`config.mk`:
```
export PLATFORM = sky130hd
export DESIGN_NAME = jtag_tap_ctrl
export DESIGN_NICKNAME = d
export VERILOG_FILES = /design/src/rtl/jtag_tap_ctrl.sv
export SDC_FILE = /design/constraint.sdc
export NUM_CORES = 1
export LEC_CHECK = 0
export BUFFER_PORTS_ARGS = -buffer_cell sky130_fd_sc_hd__buf_2
export CAP_MARGIN = 20
export CORE_AREA = 2 2 39 41
export DETAILED_ROUTE_END_ITERATION = 7
export DIE_AREA = 0 0 41 43
export PLACE_DENSITY = 0.73
export SETUP_SLACK_MARGIN = 0.05
export SYNTH_ARGS = -nofsm -noshare
export SYNTH_HDL_FRONTEND = slang
export SYNTH_SLANG_ARGS = --single-unit
export TNS_END_PERCENT = 1
```
`constraint.sdc`:
```
create_clock -name TCLK -period 2.2 [get_ports TCLK]
set_input_delay 0.22 -clock TCLK [delete_from_list [all_inputs] [get_ports TCLK]]
set_output_delay 0.22 -clock TCLK [all_outputs]
set_load 0.03 [all_outputs]
```
`src/rtl/jtag_tap_ctrl.sv`:
```
// jtag_tap_ctrl -- IEEE 1149.1-style TAP controller for the s9234 JTAG wrapper.
//
// Holds the 16-state TAP FSM, the 2-bit instruction register (shift stage
// plus update latch) and the 1-bit bypass register. It sequences the 36-cell
// boundary-scan register (BSR) through capture/shift/update strobes and
// muxes TDO from the selected chain.
//
// Optional feature macro: JTAG_IDCODE_EN
//   When defined, instruction 2'b10 becomes IDCODE instead of INTEST, and a
//   32-bit ID register (loaded with IDCODE_VALUE in Capture-DR) is added.
//   Reset and Test-Logic-Reset then load IDCODE instead of BYPASS.
//
// Ports:
//   TCLK        in   scan clock (only clock)
//   TRST        in   asynchronous active-low reset
//   TMS         in   test mode select, sampled on posedge TCLK
//   TDI         in   test data in
//   bsr_tdo     in   serial output (cell 0) of the BSR chain
//   TDO         out  test data out (combinational)
//   tdo_en      out  high only in Shift-IR / Shift-DR
//   bsr_capture out  BSR parallel-capture strobe
//   bsr_shift   out  BSR shift enable
//   bsr_update  out  BSR update-latch strobe
//   bsr_mode    out  1 = BSR drives core pins (EXTEST/INTEST)
//   ir_out      out  current (updated) instruction
//   tap_state   out  FSM state encoding
module jtag_tap_ctrl #(
    parameter logic [1:0]  IR_CAPTURE   = 2'b01,
    parameter logic [31:0] IDCODE_VALUE = 32'h0000_0001
) (
    input  logic       TCLK,
    input  logic       TRST,
    input  logic       TMS,
    input  logic       TDI,
    input  logic       bsr_tdo,
    output logic       TDO,
    output logic       tdo_en,
    output logic       bsr_capture,
    output logic       bsr_shift,
    output logic       bsr_update,
    output logic       bsr_mode,
    output logic [1:0] ir_out,
    output logic [3:0] tap_state
);

    typedef enum logic [3:0] {
        TLR   = 4'hF, RTI   = 4'hC,
        SELDR = 4'h7, CAPDR = 4'h6, SHDR  = 4'h2, EX1DR = 4'h1,
        PSDR  = 4'h3, EX2DR = 4'h0, UPDDR = 4'h5,
        SELIR = 4'h4, CAPIR = 4'hE, SHIR  = 4'hA, EX1IR = 4'h9,
        PSIR  = 4'hB, EX2IR = 4'h8, UPDIR = 4'hD
    } tap_state_e;

    localparam logic [1:0] IR_EXTEST = 2'b00;
    localparam logic [1:0] IR_BYPASS = 2'b11;
`ifdef JTAG_IDCODE_EN
    localparam logic [1:0] IR_IDCODE = 2'b10;
    localparam logic [1:0] IR_RESET  = IR_IDCODE;
`else
    localparam logic [1:0] IR_INTEST = 2'b10;
    localparam logic [1:0] IR_RESET  = IR_BYPASS;
`endif

    tap_state_e  state_q, state_d;
    logic [1:0]  ir_q, ir_d;
    logic [1:0]  ir_sr_q, ir_sr_d;
    logic        bypass_q, bypass_d;
    logic        bsr_sel;
`ifdef JTAG_IDCODE_EN
    logic [31:0] id_q, id_d;
    logic        id_sel;
`endif

    // ---------------------------------------------------------------- state
    always_ff @(posedge TCLK or negedge TRST) begin
        if (!TRST) begin
            state_q  <= TLR;
            ir_q     <= IR_RESET;
            ir_sr_q  <= 2'b00;
            bypass_q <= 1'b0;
`ifdef JTAG_IDCODE_EN
            id_q     <= '0;
`endif
        end else begin
            state_q  <= state_d;
            ir_q     <= ir_d;
            ir_sr_q  <= ir_sr_d;
            bypass_q <= bypass_d;
`ifdef JTAG_IDCODE_EN
            id_q     <= id_d;
`endif
        end
    end

    // ---------------------------------------------------- next-state logic
    always_comb begin
        state_d = state_q;
        unique case (state_q)
            TLR:   state_d = TMS ? TLR   : RTI;
            RTI:   state_d = TMS ? SELDR : RTI;
            SELDR: state_d = TMS ? SELIR : CAPDR;
            CAPDR: state_d = TMS ? EX1DR : SHDR;
            SHDR:  state_d = TMS ? EX1DR : SHDR;
            EX1DR: state_d = TMS ? UPDDR : PSDR;
            PSDR:  state_d = TMS ? EX2DR : PSDR;
            EX2DR: state_d = TMS ? UPDDR : SHDR;
            UPDDR: state_d = TMS ? SELDR : RTI;
            SELIR: state_d = TMS ? TLR   : CAPIR;
            CAPIR: state_d = TMS ? EX1IR : SHIR;
            SHIR:  state_d = TMS ? EX1IR : SHIR;
            EX1IR: state_d = TMS ? UPDIR : PSIR;
            PSIR:  state_d = TMS ? EX2IR : PSIR;
            EX2IR: state_d = TMS ? UPDIR : SHIR;
            UPDIR: state_d = TMS ? SELDR : RTI;
            default: state_d = TLR;
        endcase
    end

    // -------------------------------------------------- register datapath
    // Pause and exit states fall through the defaults, so they hold.
    always_comb begin
        ir_d     = ir_q;
        ir_sr_d  = ir_sr_q;
        bypass_d = bypass_q;
`ifdef JTAG_IDCODE_EN
        id_d     = id_q;
`endif
        case (state_q)
            TLR:   ir_d    = IR_RESET;
            CAPIR: ir_sr_d = IR_CAPTURE;
            SHIR:  ir_sr_d = {TDI, ir_sr_q[1]};
            UPDIR: ir_d    = ir_sr_q;
            CAPDR: begin
                bypass_d = 1'b0;
`ifdef JTAG_IDCODE_EN
                id_d     = IDCODE_VALUE;
`endif
            end
            SHDR: begin
                bypass_d = TDI;
`ifdef JTAG_IDCODE_EN
                id_d     = {TDI, id_q[31:1]};
`endif
            end
            default: ;
        endcase
    end

    // ------------------------------------------------- instruction decode
    // Decoded from the update latch only, so a new instruction has no effect
    // on the BSR until the Update-IR edge has committed it.
`ifdef JTAG_IDCODE_EN
    assign id_sel   = (ir_q == IR_IDCODE);
    assign bsr_sel  = (ir_q != IR_BYPASS) && !id_sel;
    assign bsr_mode = (ir_q == IR_EXTEST);
`else
    assign bsr_sel  = (ir_q != IR_BYPASS);
    assign bsr_mode = (ir_q == IR_EXTEST) || (ir_q == IR_INTEST);
`endif

    assign bsr_capture = bsr_sel && (state_q == CAPDR);
    assign bsr_shift   = bsr_sel && (state_q == SHDR);
    assign bsr_update  = bsr_sel && (state_q == UPDDR);

    // ------------------------------------------------------------- TDO mux
    always_comb begin
        TDO = 1'b0;
        if (state_q == SHIR) begin
            TDO = ir_sr_q[0];
        end else if (state_q == SHDR) begin
`ifdef JTAG_IDCODE_EN
            TDO = bsr_sel ? bsr_tdo : (id_sel ? id_q[0] : bypass_q);
`else
            TDO = bsr_sel ? bsr_tdo : bypass_q;
`endif
        end
    end

    assign tdo_en    = (state_q == SHIR) || (state_q == SHDR);
    assign ir_out    = ir_q;
    assign tap_state = state_q;

endmodule

```
==> metrics.txt, run 1 <==
period utilization=a little over 80%; Worst setup SP type=flop; overall power=~1000 µW; Core Box Area=around 1400 µm²; final design utilization=~44%; CTS tree=done; skew final=~0.0021 ns; Reg2Reg Setup Slack=just under 1 ns; FP Rows=14; Slew @ Worst Pin=between 0.2 and 0.3 ns; Mean Syn Cell Area=9.27 µm²; synthesized instance count=54; DRT iter0 DRCs=13; commonest non-fill, non-tap cells in the layout=buf_2 (16), nand2_1 (6), dfstp_2 (6), o21ai_0 (5), nor3_1 (5); first-pass GRT wire length=approximately 1700 µm; Pins Over Slew Limit=0; clock-pin slew on the worst setup and hold paths=about 0.060 ns; crit path DAT=around 1.6 ns; DRT Wirelength=roughly 1100 µm; syn_nets=59; CP Data Required Time=between 1.5 and 2 ns; Seq/Total Area, Yosys=between 40% and 50%; area delta synth->final=21.0%; Worst slew margin=around 80%; PwrDens=approximately 1700 nW/µm²; chip width=41 µm; clk root buf=clkbuf_4; post-route ant nets=0; FF-to-FF path depth=3; CP Class=flop to output pin; Skew-Pair Late Insertion Delay=0.26 ns; H-tree depth=1; maximum vdd drop=~0.00044 V; Final #Nets=77; final setup violation count=0; Total Die Area=between 1500 and 2000 µm²; GRT overflow=0; height of the die=43 µm; Tmin final=~1.8 ns; final-report hold violation count=0; Netlist cell types=24; DRC=0; crit-path max FO=10; CTS Buf Count=3; Vias/cell=~5.2; YS warnings=0; Crit. End Element=output pin; largest net degree at the start of global routing=14; drt pass-1 iters=4; slowest CP cell=dfstp_2; clock sinks=9; Mapped Area=roughly 500 µm²; GPL Wtd Cong=roughly 0.84; # Post-CTS Setup Buffers=0; Max Cap Viol=0; RSZ-0062 raised after global routing=false; Hold/Removal Path Class=input pin to flop; status=finished, final reports clean; commonest non-fill, non-tap cell in the layout=buf_2; CTS Buffer Depth=2; max incr delay on CP=~0.64 ns; Total GRT Usage=between 10% and 20%; initial core utilization=between 30% and 40%; critical path buffer and inverter count=1; ANT cells=0; TNS Setup=0 ns; Routed wire per std cell=between 10 and 15 µm; initial antenna violation count=0; Port Buf Inserts=16; flops & latches, synth=9; total number of vias=455; Hold Path Cell Cnt=2; Crit path max-delay family=flip-flops; Highest Clock Rate=between 500 and 600 MHz; vias in the first global route=410; dpl hpwl=about 800 µm; Leakage=approximately 0.00028 µW; worst path cell trace=nand2b_4 > a2111oi_2 > buf_2; share of cells above drive strength 1=between 30% and 40%; I/O pins=17; Critical Path Stages=3
## routing by layer
metal	GRT usage, %	up-vias	share of wire (%)
li1	-	226	-
met1	19.7	205	50
met2	20.0	22	42
met3	3.66	2	6.2
met4	10.0	0	1.3
met5	0	-	0
## worst paths after layout
| kind | to | startpoint |
|---|---|---|
| setup / recovery | TDO | tap_state[1] |
| hold / removal | tap_state[1] | TMS |
| min in group asynchronous | bypass_q | TRST |
| hold reg to reg | ir_out[0] | ir_out[0] |
| setup reg to reg | ir_sr_q[0] | tap_state[3] |
| max in group asynchronous | ir_out[1] | TRST |
## where the power goes
| group | switching, µW | internal [µW] |
|---|---|---|
| Clock | 59.8 | 70.0 |
| Sequential | 135 | 282 |
| Combinational | 319 | 163 |
| Total | 514 | 515 |
## area by class of cell
type                    count  area, µm²
clock buffers               4       26.3
fillers                   145        778
flip-flops and latches      9        233
multi-input cells          38        225
inverters                   3       11.3
repair buffers             17       90.1
well taps                  16       20.0
## cell families after synthesis
| kind of cell | share of synthesized area (%) |
|---|---|
| buf+inv | 8.50 |
| simple gates | 22.7 |
| flops | 46.5 |
| compound gates | 22.3 |
## synth_stat cells
cell type / number / area share (%)
nor3_1: 5 / 5.0
buf_2: 1 / 1.0
o21ai_0: 5 / 5.0
nand4_1: 1 / 1.3
nand3b_1: 2 / 3.0
nand2b_4: 1 / 2.7
nand2_1: 6 / 4.5
a21o_1: 1 / 1.5
a2111oi_2: 1 / 3.0
o31ai_1: 1 / 1.5
nor2_1: 4 / 3.0
a21boi_0: 1 / 1.5
a22o_2: 1 / 2.0
nor2b_1: 1 / 1.3
o21a_1: 1 / 1.5
a21oi_1: 3 / 3.0
inv_1: 3 / 2.2
o211ai_1: 1 / 1.5
dfstp_2: 6 / 31
nand3_1: 2 / 2.0
dfrtp_1: 3 / 15
buf_4: 2 / 3.0
a311oi_1: 1 / 1.8
buf_6: 1 / 2.2
## sequential cells by signal, summed over array words and instances (netlist names)
signal,cells
bypass_q,1
ir_out,2
ir_sr_q,2
tap_state,4
## stage by stage
step | area, µm² | cells | worst slack (ns) | hold slack (ns)
6_report | 606 | 87 | 0.425 | 0.224
5_1_grt | 606 | 87 | 0.309 | 0.226
4_1_cts | 606 | 87 | 0.412 | 0.212
3_5_place_dp | 569 | 82 | 0.707 | 0.0809
3_3_place_gp | 569 | 82 | 0.723 | 0.0771
2_1_floorplan | 500 | 54 | 0.337 | -0.0756
## repair_timing
action,4_1_cts,5_1_grt
hold buffers,1,0
resized for setup,0,0
endpoints found under the hold margin,3,0
(Power assumes the default switching activity.)
==> run 2, diff against run 1 <==
ABC_AREA = 1   (was default)
CORE_AREA = default   (was 2 2 39 41)
CORE_MARGIN = 2   (was default)
CORE_UTILIZATION = 42   (was default)
DIE_AREA = default   (was 0 0 41 43)
PLACE_DENSITY = 0.77   (was 0.73)
clock period = 1.85 ns   (was 2.2 ns; I/O delays follow)
==> metrics.txt, run 2 <==
Leakage=between 0.0003 and 0.0004 µW; synthesized instance count=85; H-tree depth=1; commonest non-fill, non-tap cells in the layout=nand2_1 (17), nor2_1 (16), buf_2 (15), inv_1 (10), o21ai_0 (8); overall power=1540 µW; I/O pins=17; CTS tree=done; FP Rows=13; dpl hpwl=around 1200 µm; most frequent cell after synthesis=nand2_1; Skew-Pair Late Insertion Delay=between 0.2 and 0.3 ns; Mean Syn Cell Area=about 6.8 µm²; Tmin final=between 1.5 and 2 ns; Port Buf Inserts=16; Mapped Area=roughly 580 µm²; share of cells above drive strength 1=34.9%; post-route setup slack=roughly 0.11 ns; Netlist cell types=16; worst hold path startpoint=TDI; DRC=0; drt pass-1 iters=4; Slew @ Worst Pin=approximately 0.25 ns; most area-hungry cell type in the Yosys netlist=dfstp_2; final-report hold violation count=0; post-route ant nets=0; crit path DAT=around 1.6 ns; final design utilization=between 50% and 60%; clock-pin slew on the worst setup and hold paths=0.06 ns; top_reg_cell synth=dfstp_2; Reg2Reg Setup Slack=approximately 0.53 ns; status=finished, final reports clean; Core Box Area=around 1300 µm²; DRT iter0 DRCs=10; FF-to-FF path depth=7; maximum vdd drop=about 0.0007 V; max FFs per register=4; clk root buf=clkbuf_4; CP Class=flop to output pin; clock sinks=9; chip width=41.1 µm; CTS Buffer Depth=2; FFs w/ async S/R, synth=between 90% and 100%; Area contributors post-synth=dfstp_2 (27%), dfrtp_1 (13%), nand2_1 (12%); Final #Nets=between 100 and 150; period utilization=94.1%; final setup violation count=0; top cells by count, synth=nand2_1 (18), nor2_1 (16), inv_1 (10), o21ai_0 (10), dfstp_2 (6); initial core utilization=44.4%; Post-synth EDFFs=0; share of the synthesized area in the top cell type=between 20% and 30%; reg2reg end=ir_sr_q[1]; Hold/Removal Path Class=input pin to flop; Highest Clock Rate=about 570 MHz; Worst setup SP type=flop; Vias/cell=around 5.3; flops & latches, synth=9; PwrDens=roughly 2100 nW/µm²; Worst R2R Start=tap_state[1]; height of the die=slightly above 40 µm; DRT Wirelength=1470 µm; Seq/Total Area, Yosys=between 40% and 50%; first-pass GRT wire length=~2300 µm; total number of vias=approximately 640; Worst slew margin=83.2%; area delta synth->final=25.3%; Crit. End Element=output pin; vias in the first global route=552; syn_nets=90; YS warnings=0; Hold Path Cell Cnt=3; RSZ-0062 raised after global routing=true; GRT overflow=0; Worst Hold End=bypass_q; initial antenna violation count=0; CP Data Required Time=between 1.5 and 2 ns; TNS Setup=0 ns; pre-CTS setup slack=roughly 0.34 ns; CTS Buf Count=3; Routed wire per std cell=between 10 and 15 µm; Pins Over Slew Limit=0; skew final=approximately 0.0033 ns; GPL Wtd Cong=0.942; largest net degree at the start of global routing=10; Total GRT Usage=roughly a fifth; ANT cells=0; crit-path max FO=7; Total Die Area=1690 µm²; Max Cap Viol=0; commonest non-fill, non-tap cell in the layout=nand2_1
## run 2: cell count changes after synthesis, moves of 3 or more
cell | before | now
inv_1 | 3 | 10
nor2_1 | 4 | 16
o21ai_0 | 5 | 10
nand2_1 | 6 | 18
nor3_1 | 5 | 0
nand3_1 | 2 | 5
inv_2 | 0 | 4
## run 2: power breakdown
part	switching [µW]	total, µW	internal (µW)
clock	67.8	151	83.1
sequential	140	491	351
combinational	631	902	270
total	839	1540	704
## run 2: cell families after synthesis
logic type,after synthesis,synth area share [%]
AO/OA/AOI/OAI,14,12.6
flip-flops,9,40.3
buffers and inverters,15,10.4
AND/OR/NAND/NOR,47,36.8
## run 2: routing by layer
| layer | global-route usage, % | up-vias | part of all wire (%) | routed length [µm] |
|---|---|---|---|---|
| li1 | - | 316 | - | - |
| met1 | 21.6 | 303 | 40 | 592 |
| met2 | 39.8 | 20 | 54 | 793 |
| met3 | 4.89 | 2 | 4.5 | 67 |
| met4 | 9.68 | 0 | 1.4 | 20 |
| met5 | 0 | - | 0 | 0 |
## run 2: repair_timing
item	CTS	global route
gates resized for setup	1	3
endpoints found under the hold margin	9	0
buffers inserted	0	1
hold buffers	1	0
pin swaps	0	1
endpoints found under the setup margin	1	1
## run 2: per-stage QoR
stage | hold slack [ns] | cells | area (µm²)
final | 0.234 | 121 | 724
after global routing | 0.247 | 121 | 724
after CTS | 0.230 | 120 | 714
after detailed placement | 0.0431 | 115 | 676
after global placement | 0.0403 | 115 | 676
after floorplan | -0.111 | 85 | 584
## run 2: critical path, stage by stage (launching register included)
cell and delay (ns):
dfstp_2 0.59, inv_2 0.07, nor2_4 0.15, nand2_2 0.08
nor2_1 0.08, o21ai_1 0.07, o21ai_1 0.09, buf_4 0.18
## run 2: area by class of cell
| class | count | area (µm²) |
|---|---|---|
| Fill cell | 121 | 577 |
| Multi-Input combinational cell | 61 | 294 |
| Sequential cell | 9 | 233 |
| Timing Repair Buffer | 18 | 100 |
| Inverter | 14 | 52.6 |
| Clock buffer | 4 | 26.3 |
| Tap cell | 15 | 18.8 |
## run 2: worst max-delay path by stage
stage / startpoint / endpoint
floorplan: tap_state[3] / TDO
global placement: tap_state[1] / TDO
detailed placement: tap_state[1] / TDO
CTS: tap_state[1] / TDO
global route: tap_state[1] / TDO
finish: tap_state[1] / TDO
==> run 3, diff against run 2 <==
ABC_AREA = default   (was 1)
CORE_AREA = 2 2 39 41   (was default)
CORE_MARGIN = default   (was 2)
CORE_UTILIZATION = default   (was 42)
DIE_AREA = 0 0 41 43   (was default)
PLACE_DENSITY = 0.73   (was 0.77)
==> metrics.txt, run 3 (synthesis results as in run 1) <==
area delta synth->final=35.8%; post-route setup slack=approximately 0.12 ns; CTS Buffer Depth=2; Total GRT Usage=16.8%; Hold/Removal Path Class=input pin to flop; pre-CTS setup slack=about 0.32 ns; share of cells above drive strength 1=a little under half; Worst Hold End=tap_state[1]; H-tree depth=1; max FFs per register=4; commonest non-fill, non-tap cell in the layout=buf_2; max incr delay on CP=a little over 0.6 ns; commonest non-fill, non-tap cells in the layout=buf_2 (15), buf_4 (8), nand2_1 (6), dfstp_2 (6); height of the die=approximately 43 µm; Highest Clock Rate=between 500 and 600 MHz; Final #Nets=between 80 and 90; Port Buf Inserts=16; Worst R2R Start=tap_state[1]; total number of vias=~490; reg2reg end=ir_sr_q[0]; Total Die Area=around 1800 µm²; PwrDens=2030 nW/µm²; CTS Buf Count=3; Vias/cell=5.18; chip width=around 41 µm; status=finished, final reports clean; DRT iter0 DRCs=12; worst path cell trace=nand2b_4 > a2111oi_4 > buf_4; post-route ant nets=0; Crit path max-delay family=flip-flops; critical path buffer and inverter count=1; Slew @ Worst Pin=between 0.3 and 0.4 ns; Pins Over Slew Limit=0; I/O pins=17; final-report hold violation count=0; period utilization=93.4%; GPL Wtd Cong=0.799; Worst setup SP type=flop; TNS Setup=0 ns; DRT Wirelength=1220 µm; RSZ-0062 raised after global routing=false; crit-path max FO=8; DRC=0; crit path DAT=about 1.5 ns; initial antenna violation count=0; skew final=about 0.0057 ns; worst hold slack=around 0.19 ns; CP Data Required Time=1.66 ns; clock sinks=9; Max Cap Viol=0; clk root buf=clkbuf_4; clock-pin slew on the worst setup and hold paths=0.06 ns; GRT overflow=0; FF-to-FF path depth=4; first-pass GRT wire length=between 1500 and 2000 µm; Reg2Reg Setup Slack=roughly 0.63 ns; dpl hpwl=around 850 µm; vias in the first global route=420; largest net degree at the start of global routing=14; final design utilization=about 49%; CP Class=flop to output pin; maximum vdd drop=0.000772 V; Skew-Pair Late Insertion Delay=approximately 0.27 ns; CTS tree=done; worst hold path startpoint=TMS; ANT cells=0; final setup violation count=0; initial core utilization=around 36%; Tmin final=1.73 ns; Hold Path Cell Cnt=2; Routed wire per std cell=approximately 13 µm; drt pass-1 iters=4; Crit. End Element=output pin; Core Box Area=roughly 1400 µm²; FP Rows=14; Leakage=around 0.00032 µW; slowest CP cell=dfstp_2; overall power=between 1000 and 1500 µW; Worst slew margin=78.9%
[run 3: cell count changes in the layout (fill, tap and decap cells not counted), sizes merged, moves of 2 or more]
cell,before,now
inv,14,3
nor3,0,5
nand3b,0,2
o21ai,10,5
nor2,19,4
buf,17,23
nand2,20,6
nand3,5,2
[run 3: where the power goes]
part / internal, µW / switching (µW) / total, µW / leakage (µW)
clock network: 83.4 / 73.5 / 157 / 0.0000150
logic: 295 / 444 / 739 / 0.000202
registers: 334 / 146 / 480 / 0.000100
[run 3: area by class of cell]
type	count	area, µm²
flip-flops and latches	9	233
multi-input cells	38	244
repair buffers	24	145
well taps	16	20.0
fillers	134	704
inverters	3	11.3
clock buffers	4	26.3
[run 3: worst max path at each step]
stage                 startpoint           to  slack, ns  cells past startpoint
floorplan           tap_state[2]  bsr_capture       0.03                      3
global placement       ir_out[1]          TDO       0.39                      4
detailed placement     ir_out[1]          TDO       0.32                      4
CTS                 tap_state[1]          TDO       0.07                      3
global route        tap_state[1]          TDO       0.06                      3
finish              tap_state[1]          TDO       0.12                      3
[run 3: repair_timing]
action,in CTS,in global routing
cloned,0,0
setup buffers,0,7
hold buffers,1,0
resized for setup,1,2
pin swaps,0,1
endpoints found under the setup margin,1,1
hold endpoints to repair,9,0
[run 3: metal layers]
layer / vias up / track usage (%) / wire length, µm
met5: - / 0 / 0
met4: 0 / 12.0 / 37
met3: 5 / 3.14 / 63
met2: 21 / 20.9 / 534
met1: 222 / 24.7 / 585
li1: 239 / - / -
[run 3: stage by stage]
step	cell area, µm²	std cells
floorplan	513	54
global route	679	94
detailed placement	582	82
finish	679	94
CTS	624	87
global placement	582	82
